--- config.mk ---
export PLATFORM = sky130hd
export DESIGN_NAME = knn_seq_ctrl
export DESIGN_NICKNAME = d
export VERILOG_FILES = /design/src/rtl/knn_seq_ctrl_pkg.sv /design/src/rtl/knn_topk_list.sv /design/src/rtl/knn_seq_ctrl.sv
export SDC_FILE = /design/constraint.sdc
export NUM_CORES = 2
export LEC_CHECK = 0
export ABC_CLOCK_PERIOD_IN_PS = 3050
export CAP_MARGIN = 20
export CELL_PAD_IN_SITES_DETAIL_PLACEMENT = 1
export CELL_PAD_IN_SITES_GLOBAL_PLACEMENT = 2
export CORE_AREA = 2 2 423 425
export DETAILED_ROUTE_END_ITERATION = 16
export DIE_AREA = 0 0 425 427
export GPL_TIMING_DRIVEN = 0
export PLACE_DENSITY_LB_ADDON = 0.1
export SLEW_MARGIN = 25
export SYNTH_ARGS = -nofsm -noshare
export SYNTH_HDL_FRONTEND = slang
export SYNTH_SLANG_ARGS = --single-unit
--- constraint.sdc ---
create_clock -name clk -period 3.05 [get_ports clk]
set_input_delay 0.305 -clock clk [delete_from_list [all_inputs] [get_ports clk]]
set_output_delay 0.305 -clock clk [all_outputs]
set_load 0.02 [all_outputs]
--- src/rtl/knn_seq_ctrl_pkg.sv ---
`default_nettype none
// ============================================================================
// Module   : knn_seq_ctrl_pkg
// Brief    : Shared state encodings and parameter defaults for the KNN sequencer
// Revision : 1.0
// ============================================================================
package knn_seq_ctrl_pkg;

   localparam int c_data_w  = 32;
   localparam int c_dist_w  = 2 * c_data_w;
   localparam int c_label_w = 8;
   localparam int c_k       = 10;
   localparam int c_cnt_w   = 16;

   localparam int c_state_w = 3;
   localparam logic [c_state_w-1:0] c_st_idle   = 3'd0;
   localparam logic [c_state_w-1:0] c_st_load   = 3'd1;
   localparam logic [c_state_w-1:0] c_st_calc   = 3'd2;
   localparam logic [c_state_w-1:0] c_st_insert = 3'd3;
   localparam logic [c_state_w-1:0] c_st_done   = 3'd4;

endpackage
`default_nettype wire

--- src/rtl/knn_topk_list.sv ---
`default_nettype none
// ============================================================================
// Module   : knn_topk_list
// Brief    : K-entry sorted nearest-neighbour list, single-cycle insert + read mux
// Revision : 1.0
// ============================================================================
module knn_topk_list
   import knn_seq_ctrl_pkg::*;
#(
   parameter int K       = c_k,
   parameter int DIST_W  = c_dist_w,
   parameter int LABEL_W = c_label_w,
   parameter int IDX_W   = $clog2(K),
   parameter int NV_W    = $clog2(K+1)
)(
   input  logic               clk,
   input  logic               rst,
   input  logic               clr,
   input  logic               ins,
   input  logic [DIST_W-1:0]  ins_dist,
   input  logic [LABEL_W-1:0] ins_label,
   input  logic [IDX_W-1:0]   rd_idx,
   output logic [NV_W-1:0]    n_valid,
   output logic [DIST_W-1:0]  rd_dist,
   output logic [LABEL_W-1:0] rd_label
);

   logic [DIST_W-1:0]  r_dist  [K];
   logic [LABEL_W-1:0] r_label [K];
   logic               r_vld   [K];
   logic [NV_W-1:0]    r_nv;

   logic [DIST_W-1:0]  w_nx_dist  [K];
   logic [LABEL_W-1:0] w_nx_label [K];
   logic               w_nx_vld   [K];
   logic [K:0]         w_le_ext;
   logic [DIST_W-1:0]  w_pv_dist  [K];
   logic [LABEL_W-1:0] w_pv_label [K];
   logic               w_pv_vld   [K];

   // Valid entries form a sorted prefix, so the "dist <= new" flags are a run of
   // ones; the new entry lands where that run ends and everything after shifts down.
   always_comb begin
      w_le_ext[0] = 1'b1;
      for (int i = 0; i < K; i++) begin
         w_le_ext[i+1] = r_vld[i] && (r_dist[i] <= ins_dist);
      end
      w_pv_dist[0]  = '0;
      w_pv_label[0] = '0;
      w_pv_vld[0]   = 1'b0;
      for (int i = 1; i < K; i++) begin
         w_pv_dist[i]  = r_dist[i-1];
         w_pv_label[i] = r_label[i-1];
         w_pv_vld[i]   = r_vld[i-1];
      end
      for (int i = 0; i < K; i++) begin
         w_nx_dist[i]  = r_dist[i];
         w_nx_label[i] = r_label[i];
         w_nx_vld[i]   = r_vld[i];
         if (!w_le_ext[i+1]) begin
            if (w_le_ext[i]) begin
               w_nx_dist[i]  = ins_dist;
               w_nx_label[i] = ins_label;
               w_nx_vld[i]   = 1'b1;
            end else begin
               w_nx_dist[i]  = w_pv_dist[i];
               w_nx_label[i] = w_pv_label[i];
               w_nx_vld[i]   = w_pv_vld[i];
            end
         end
      end
   end

   always_ff @(posedge clk or negedge rst) begin
      if (!rst) begin
         for (int i = 0; i < K; i++) begin
            r_dist[i]  <= '0;
            r_label[i] <= '0;
            r_vld[i]   <= 1'b0;
         end
         r_nv <= '0;
      end else if (clr) begin
         for (int i = 0; i < K; i++) begin
            r_dist[i]  <= '0;
            r_label[i] <= '0;
            r_vld[i]   <= 1'b0;
         end
         r_nv <= '0;
      end else if (ins) begin
         for (int i = 0; i < K; i++) begin
            r_dist[i]  <= w_nx_dist[i];
            r_label[i] <= w_nx_label[i];
            r_vld[i]   <= w_nx_vld[i];
         end
         if (r_nv != NV_W'(K)) begin
            r_nv <= r_nv + 1'b1;
         end
      end
   end

   // Unoccupied slots and out-of-range indices never match, so they read as zero.
   always_comb begin
      rd_dist  = '0;
      rd_label = '0;
      for (int i = 0; i < K; i++) begin
         if ((IDX_W'(i) == rd_idx) && r_vld[i]) begin
            rd_dist  = r_dist[i];
            rd_label = r_label[i];
         end
      end
   end

   assign n_valid = r_nv;

endmodule
`default_nettype wire

--- src/rtl/knn_seq_ctrl.sv ---
`default_nettype none
// ============================================================================
// Module   : knn_seq_ctrl
// Brief    : KNN sequencer: streams training points through knn_core, keeps top-K
// Revision : 1.0
// ============================================================================
module knn_seq_ctrl
   import knn_seq_ctrl_pkg::*;
#(
   parameter int DATA_W  = c_data_w,
   parameter int DIST_W  = c_dist_w,
   parameter int LABEL_W = c_label_w,
   parameter int K       = c_k,
   parameter int CNT_W   = c_cnt_w
)(
   input  logic                   clk,
   input  logic                   rst,
   input  logic                   soft_clr,
   input  logic                   start,
   input  logic [DATA_W-1:0]      test_x,
   input  logic [DATA_W-1:0]      test_y,
   input  logic                   pt_valid,
   output logic                   pt_ready,
   input  logic [DATA_W-1:0]      pt_x,
   input  logic [DATA_W-1:0]      pt_y,
   input  logic [LABEL_W-1:0]     pt_label,
   input  logic                   pt_last,
   output logic                   core_start,
   output logic [DATA_W-1:0]      core_x1,
   output logic [DATA_W-1:0]      core_y1,
   output logic [DATA_W-1:0]      core_x2,
   output logic [DATA_W-1:0]      core_y2,
   input  logic                   core_done,
   input  logic [DIST_W-1:0]      core_z,
   output logic                   busy,
   output logic                   done,
   output logic [CNT_W-1:0]       n_pts,
   output logic [$clog2(K+1)-1:0] n_valid,
   input  logic [$clog2(K)-1:0]   rd_idx,
   output logic [DIST_W-1:0]      rd_dist,
   output logic [LABEL_W-1:0]     rd_label
);

   localparam logic [CNT_W-1:0] c_npts_max = {CNT_W{1'b1}};

   logic [c_state_w-1:0] r_state;
   logic [c_state_w-1:0] w_next;
   logic                 w_start_ok;
   logic                 w_accept;
   logic [DATA_W-1:0]    r_tx, r_ty, r_px, r_py;
   logic [LABEL_W-1:0]   r_label;
   logic                 r_last;
   logic [DIST_W-1:0]    r_dist;
   logic [CNT_W-1:0]     r_npts;
   logic                 r_core_start;

   assign w_start_ok = start && ((r_state == c_st_idle) || (r_state == c_st_done));
   assign w_accept   = (r_state == c_st_load) && pt_valid;

   always_ff @(posedge clk or negedge rst) begin
      if (!rst) begin
         r_state <= c_st_idle;
      end else if (soft_clr) begin
         r_state <= c_st_idle;
      end else begin
         r_state <= w_next;
      end
   end

   always_comb begin
      w_next = r_state;
      case (r_state)
         c_st_idle:   if (start) w_next = c_st_load;
         c_st_load:   if (pt_valid) w_next = c_st_calc;
         c_st_calc:   if (core_done) w_next = c_st_insert;
         c_st_insert: w_next = r_last ? c_st_done : c_st_load;
         c_st_done:   if (start) w_next = c_st_load;
         default:     w_next = c_st_idle;
      endcase
   end

   always_ff @(posedge clk or negedge rst) begin
      if (!rst) begin
         r_tx         <= '0;
         r_ty         <= '0;
         r_px         <= '0;
         r_py         <= '0;
         r_label      <= '0;
         r_last       <= 1'b0;
         r_dist       <= '0;
         r_npts       <= '0;
         r_core_start <= 1'b0;
      end else if (soft_clr) begin
         r_tx         <= '0;
         r_ty         <= '0;
         r_px         <= '0;
         r_py         <= '0;
         r_label      <= '0;
         r_last       <= 1'b0;
         r_dist       <= '0;
         r_npts       <= '0;
         r_core_start <= 1'b0;
      end else begin
         // Registered so the pulse lands on exactly the first CALC cycle.
         r_core_start <= w_accept;
         if (w_start_ok) begin
            r_tx   <= test_x;
            r_ty   <= test_y;
            r_npts <= '0;
         end
         if (w_accept) begin
            r_px    <= pt_x;
            r_py    <= pt_y;
            r_label <= pt_label;
            r_last  <= pt_last;
         end
         if ((r_state == c_st_calc) && core_done) begin
            r_dist <= core_z;
         end
         if ((r_state == c_st_insert) && (r_npts != c_npts_max)) begin
            r_npts <= r_npts + 1'b1;
         end
      end
   end

   always_comb begin
      pt_ready   = (r_state == c_st_load);
      busy       = (r_state != c_st_idle) && (r_state != c_st_done);
      done       = (r_state == c_st_done);
      core_start = r_core_start;
      core_x1    = r_tx;
      core_y1    = r_ty;
      core_x2    = r_px;
      core_y2    = r_py;
      n_pts      = r_npts;
   end

   knn_topk_list #(
      .K       (K),
      .DIST_W  (DIST_W),
      .LABEL_W (LABEL_W)
   ) u_list (
      .clk       (clk),
      .rst       (rst),
      .clr       (soft_clr || w_start_ok),
      .ins       (r_state == c_st_insert),
      .ins_dist  (r_dist),
      .ins_label (r_label),
      .rd_idx    (rd_idx),
      .n_valid   (n_valid),
      .rd_dist   (rd_dist),
      .rd_label  (rd_label)
   );

endmodule
`default_nettype wire

==> qor.csv <==
metric,value,unit
clk_skew,0.02945,ns
Residual DRC,0,
critical path arrival,4.79,ns
final setup fails,819,
drt wl/cell,31.82,um
Post-DRT Antenna Nets,0,
failing checks,negative setup slack,
CP Max Fanout,10,
Comb power frac,21.5,%
Hold WC Path Type,input port to register,
largest net degree at the start of global routing,118,
area occupied by multi-input gates,37900,sq um
crit end category,register,
CP max-delay cell,nor3_1,
Routed WL,307000,um
Max Buffers Root-to-Sink,3,
Worst EP required,3.78,ns
All-Layer GR Usage,32.38,%
placed cell area,69870,sq um
Max Cap Violations,0,
status,"complete, but fails checks",
switch share,32.09,%
DR vias,57926,
Leak,39.80,nW
die height,427,um
# IOs,435,
Post-Syn Nets,6947,
Initial DRC Count,4432,
predominant post-synthesis flop cell,dfrtp_1,
worst r2r path cells,17,
number of antenna violations at the first check in global routing,16,
Final Hold Fails,0,
final instance area,84850,sq um
register area,23910,sq um
number of cell rows,155,
worst vdd ir,0.0004874,V
"Distinct cells, synth",74,
Worst R2R Start,r_dist[10],
Root Driver,clkbuf_16,
Sink Count,955,
cell taking the most area after synthesis,dfrtp_1,
"Period Utilization, post-route",133.2,%
Tmin final,4.061,ns
initial core utilization,34.73,%
Clock Pin Slew Worst Setup and Hold Paths,0.06,ns
Post-synth EDFFs,0,
"Seq/Total Area, Yosys",38.82,%
Slew Limit Fails,0,
post-synth top area share,38.82,%
sw power,11.89,mW
later-pin clock latency in the skew report,0.83,ns
fillers,19091,
min-delay src,test_x[21],
Setup crit start kind,register,
Slew @ Worst Pin,1.149,ns
Vias/cell,6.003,
router iterations before antenna repair,6,
critical path class,register to register,
GP Congestion,0.9073,
Nets,8041,
Setup WS post-layout,-1.011,ns
Area Growth Syn to Fin,37.83,%
core region area,177300,sq um
Slew Limit Headroom,23.39,%
"FFs w/ async S/R, synth",100.0,%
first-pass GRT wire length,432700,um
RSZ-0062 raised after global routing,true,
clock share of power,43.1,%
Power per Cell Area,436.6,nW/um^2
fmax,246.2,MHz
hold depth,3,
Die W,425,um
synth warn,0,
Sequential Power Share,35.4,%
Yosys reg bits,955,
Power Internal,25.16,mW
WHS Endpoint,core_x1[21],
Post-Route Utilization,47.87,%
crit path cell chain,buf_6 -> clkinvlp_4 -> buf_6 -> buf_4 -> ha_1 -> nand4_1 -> nor4_4 -> buf_4 -> nand4_1 -> nor3_1 -> a31oi_2 -> buf_6 -> buf_4 -> a21oi_4 -> buf_16 -> buf_2 -> o2bb2ai_1,
vias in the first global route,59927,
CTS tree,done,
total CTS buffers,130,
layout cells sized above 1,22.42,%
Syn Inst Count,6093,
syn_area_per_cell,10.10,sq um
grt total ovfl,0,
dpl ws,-3.257,ns
Synth area leaders,"dfrtp_1 (39%), ha_1 (13%), mux2i_1 (12%)",
PortBufs,434,
Die ar.,181500,sq um
Reg2Reg Setup Slack,-1.01,ns
DP Wirelength,221000,um
"Cell Area, Synth",61560,sq um
CP max stage delay,0.48,ns
H-tree Lvls,4,
r2r endpoint,u_list.r_label[44],
[power by group through the flow]
stage / Sequential (mW) / Combinational (mW) / Clock (mW)
after floorplan: 13.4 / 2.41 / 0
after global placement: 13.4 / 5.51 / 0
after detailed placement: 13.3 / 5.86 / 0
after CTS: 13.1 / 7.18 / 16.2
after global routing: 13.1 / 8.25 / 16.7
final: 13.1 / 7.97 / 16.0
[through the flow]
stage / total power, mW / hold WS [ns] / cells / TNS (ns)
global route: 38.07 / 0.03783 / 9646 / -705.70
finish: 37.05 / 0.04159 / 9649 / -650.02
floorplan: 15.85 / 0.009409 / 6093 / -0.6835
CTS: 36.48 / 0.0004659 / 9525 / -538.84
global placement: 18.88 / 0.4634 / 8882 / -
detailed placement: 19.18 / 0.2909 / 8918 / -1923.41
[cells by family after synthesis]
logic type                 after synthesis  synth area share [%]
muxes                                  722                 11.74
DFF                                    955                 38.82
AOI/OAI and AO/OA                     1925                 22.56
adders and majority gates              643                 13.07
buffers and inverters                  572                 4.354
xor gates and xnor gates                 4               0.05692
and+or+nand+nor                       1272                 9.396
[cell usage in the layout (no fill, tap or decap), types with 146 or more instances in the layout]
| cell type | Yosys | layout |
|---|---|---|
| nand4_1 | 190 | 190 |
| nor2_1 | 173 | 164 |
| ha_1 | 643 | 604 |
| a21oi_1 | 518 | 488 |
| a22oi_1 | 151 | 146 |
| o21ai_0 | 298 | 226 |
| o2bb2ai_1 | 387 | 349 |
| clkdlybuf4s50_1 | 0 | 414 |
| nand2_1 | 674 | 651 |
| mux2i_1 | 722 | 648 |
| a22o_1 | 146 | 146 |
| clkbuf_16 | 0 | 184 |
| buf_4 | 13 | 392 |
| dfrtp_1 | 955 | 946 |
[metal layers]
layer / vias to the layer above / share of wire, % / track usage, %
met5: - / 0.022 / 0
met4: 10 / 5.5 / 15.23
met3: 592 / 6.5 / 6.414
met2: 1915 / 46 / 51.59
met1: 29971 / 42 / 42.14
li1: 25438 / - / -
[what timing repair did]
| item | in CTS | in global routing |
|---|---|---|
| endpoints found under the hold margin | 179 | 0 |
| endpoints found under the setup margin | 819 | 822 |
| resized for setup | 980 | 429 |
| gates cloned | 14 | 35 |
| hold buffers | 32 | 0 |
| pin swaps | 114 | 135 |
| buffers inserted | 334 | 92 |
[critical path, delay by kind of cell (launching register included)]
| family | cells | cell delay, ns |
|---|---|---|
| AO/OA/AOI/OAI | 3 | 0.47 |
| adder cells (fa/ha/maj) | 1 | 0.29 |
| buffers and inverters | 9 | 1.48 |
| flip-flops | 1 | 0.39 |
| AND/OR/NAND/NOR | 4 | 1.34 |
[cell usage after synthesis, types with 16 or more instances]
master     count
dfrtp_1      955
mux2i_1      722
nand2_1      674
ha_1         643
a21oi_1      518
o2bb2ai_1    387
o21ai_0      298
clkbuf_1     267
nand4_1      190
nor2_1       173
a22oi_1      151
a22o_1       146
buf_2        139
inv_1        105
a221oi_1      95
nand3_1       69
a211oi_2      68
o2bb2ai_2     49
nor3_1        44
a211oi_1      39
o21ai_1       33
a21o_1        30
nor4_1        26
o211ai_1      23
and3_1        20
o21a_1        20
buf_1         18
nor2b_1       16
[cell type report]
cell class | count | share of cell area [%]
antenna | 6 | 0.01770
timing repair buffer | 972 | 12.49
sequential | 955 | 28.18
buffer | 456 | 5.321
clock inverter | 40 | 0.6149
multi-input combinational | 4567 | 44.67
clock buffer | 193 | 4.492
inverter | 105 | 0.7359
tap | 2355 | 3.473
[sequential cells by signal (all words and copies together), names as in the netlist]
register / count
u_list.r_dist: 640
u_list.r_label: 80
r_dist: 64
core_x1: 32
core_x2: 32
core_y1: 32
core_y2: 32
n_pts: 16
u_list.r_vld: 10
r_label: 8
u_list.n_valid: 4
r_state: 3
core_start: 1
r_last: 1
[how the worst max path moves through the flow]
stage	startpoint	endpoint	cells after the start
global route	r_dist[14]	u_list.r_dist[108]	15
global placement	rst	core_y2[11]	1
finish	r_dist[10]	u_list.r_label[44]	17
detailed placement	r_dist[36]	u_list.r_dist[2]	13
CTS	r_dist[54]	u_list.r_dist[221]	16
floorplan	r_dist[36]	u_list.r_dist[212]	12
No activity file was read; power rests on OpenSTA's default activity.
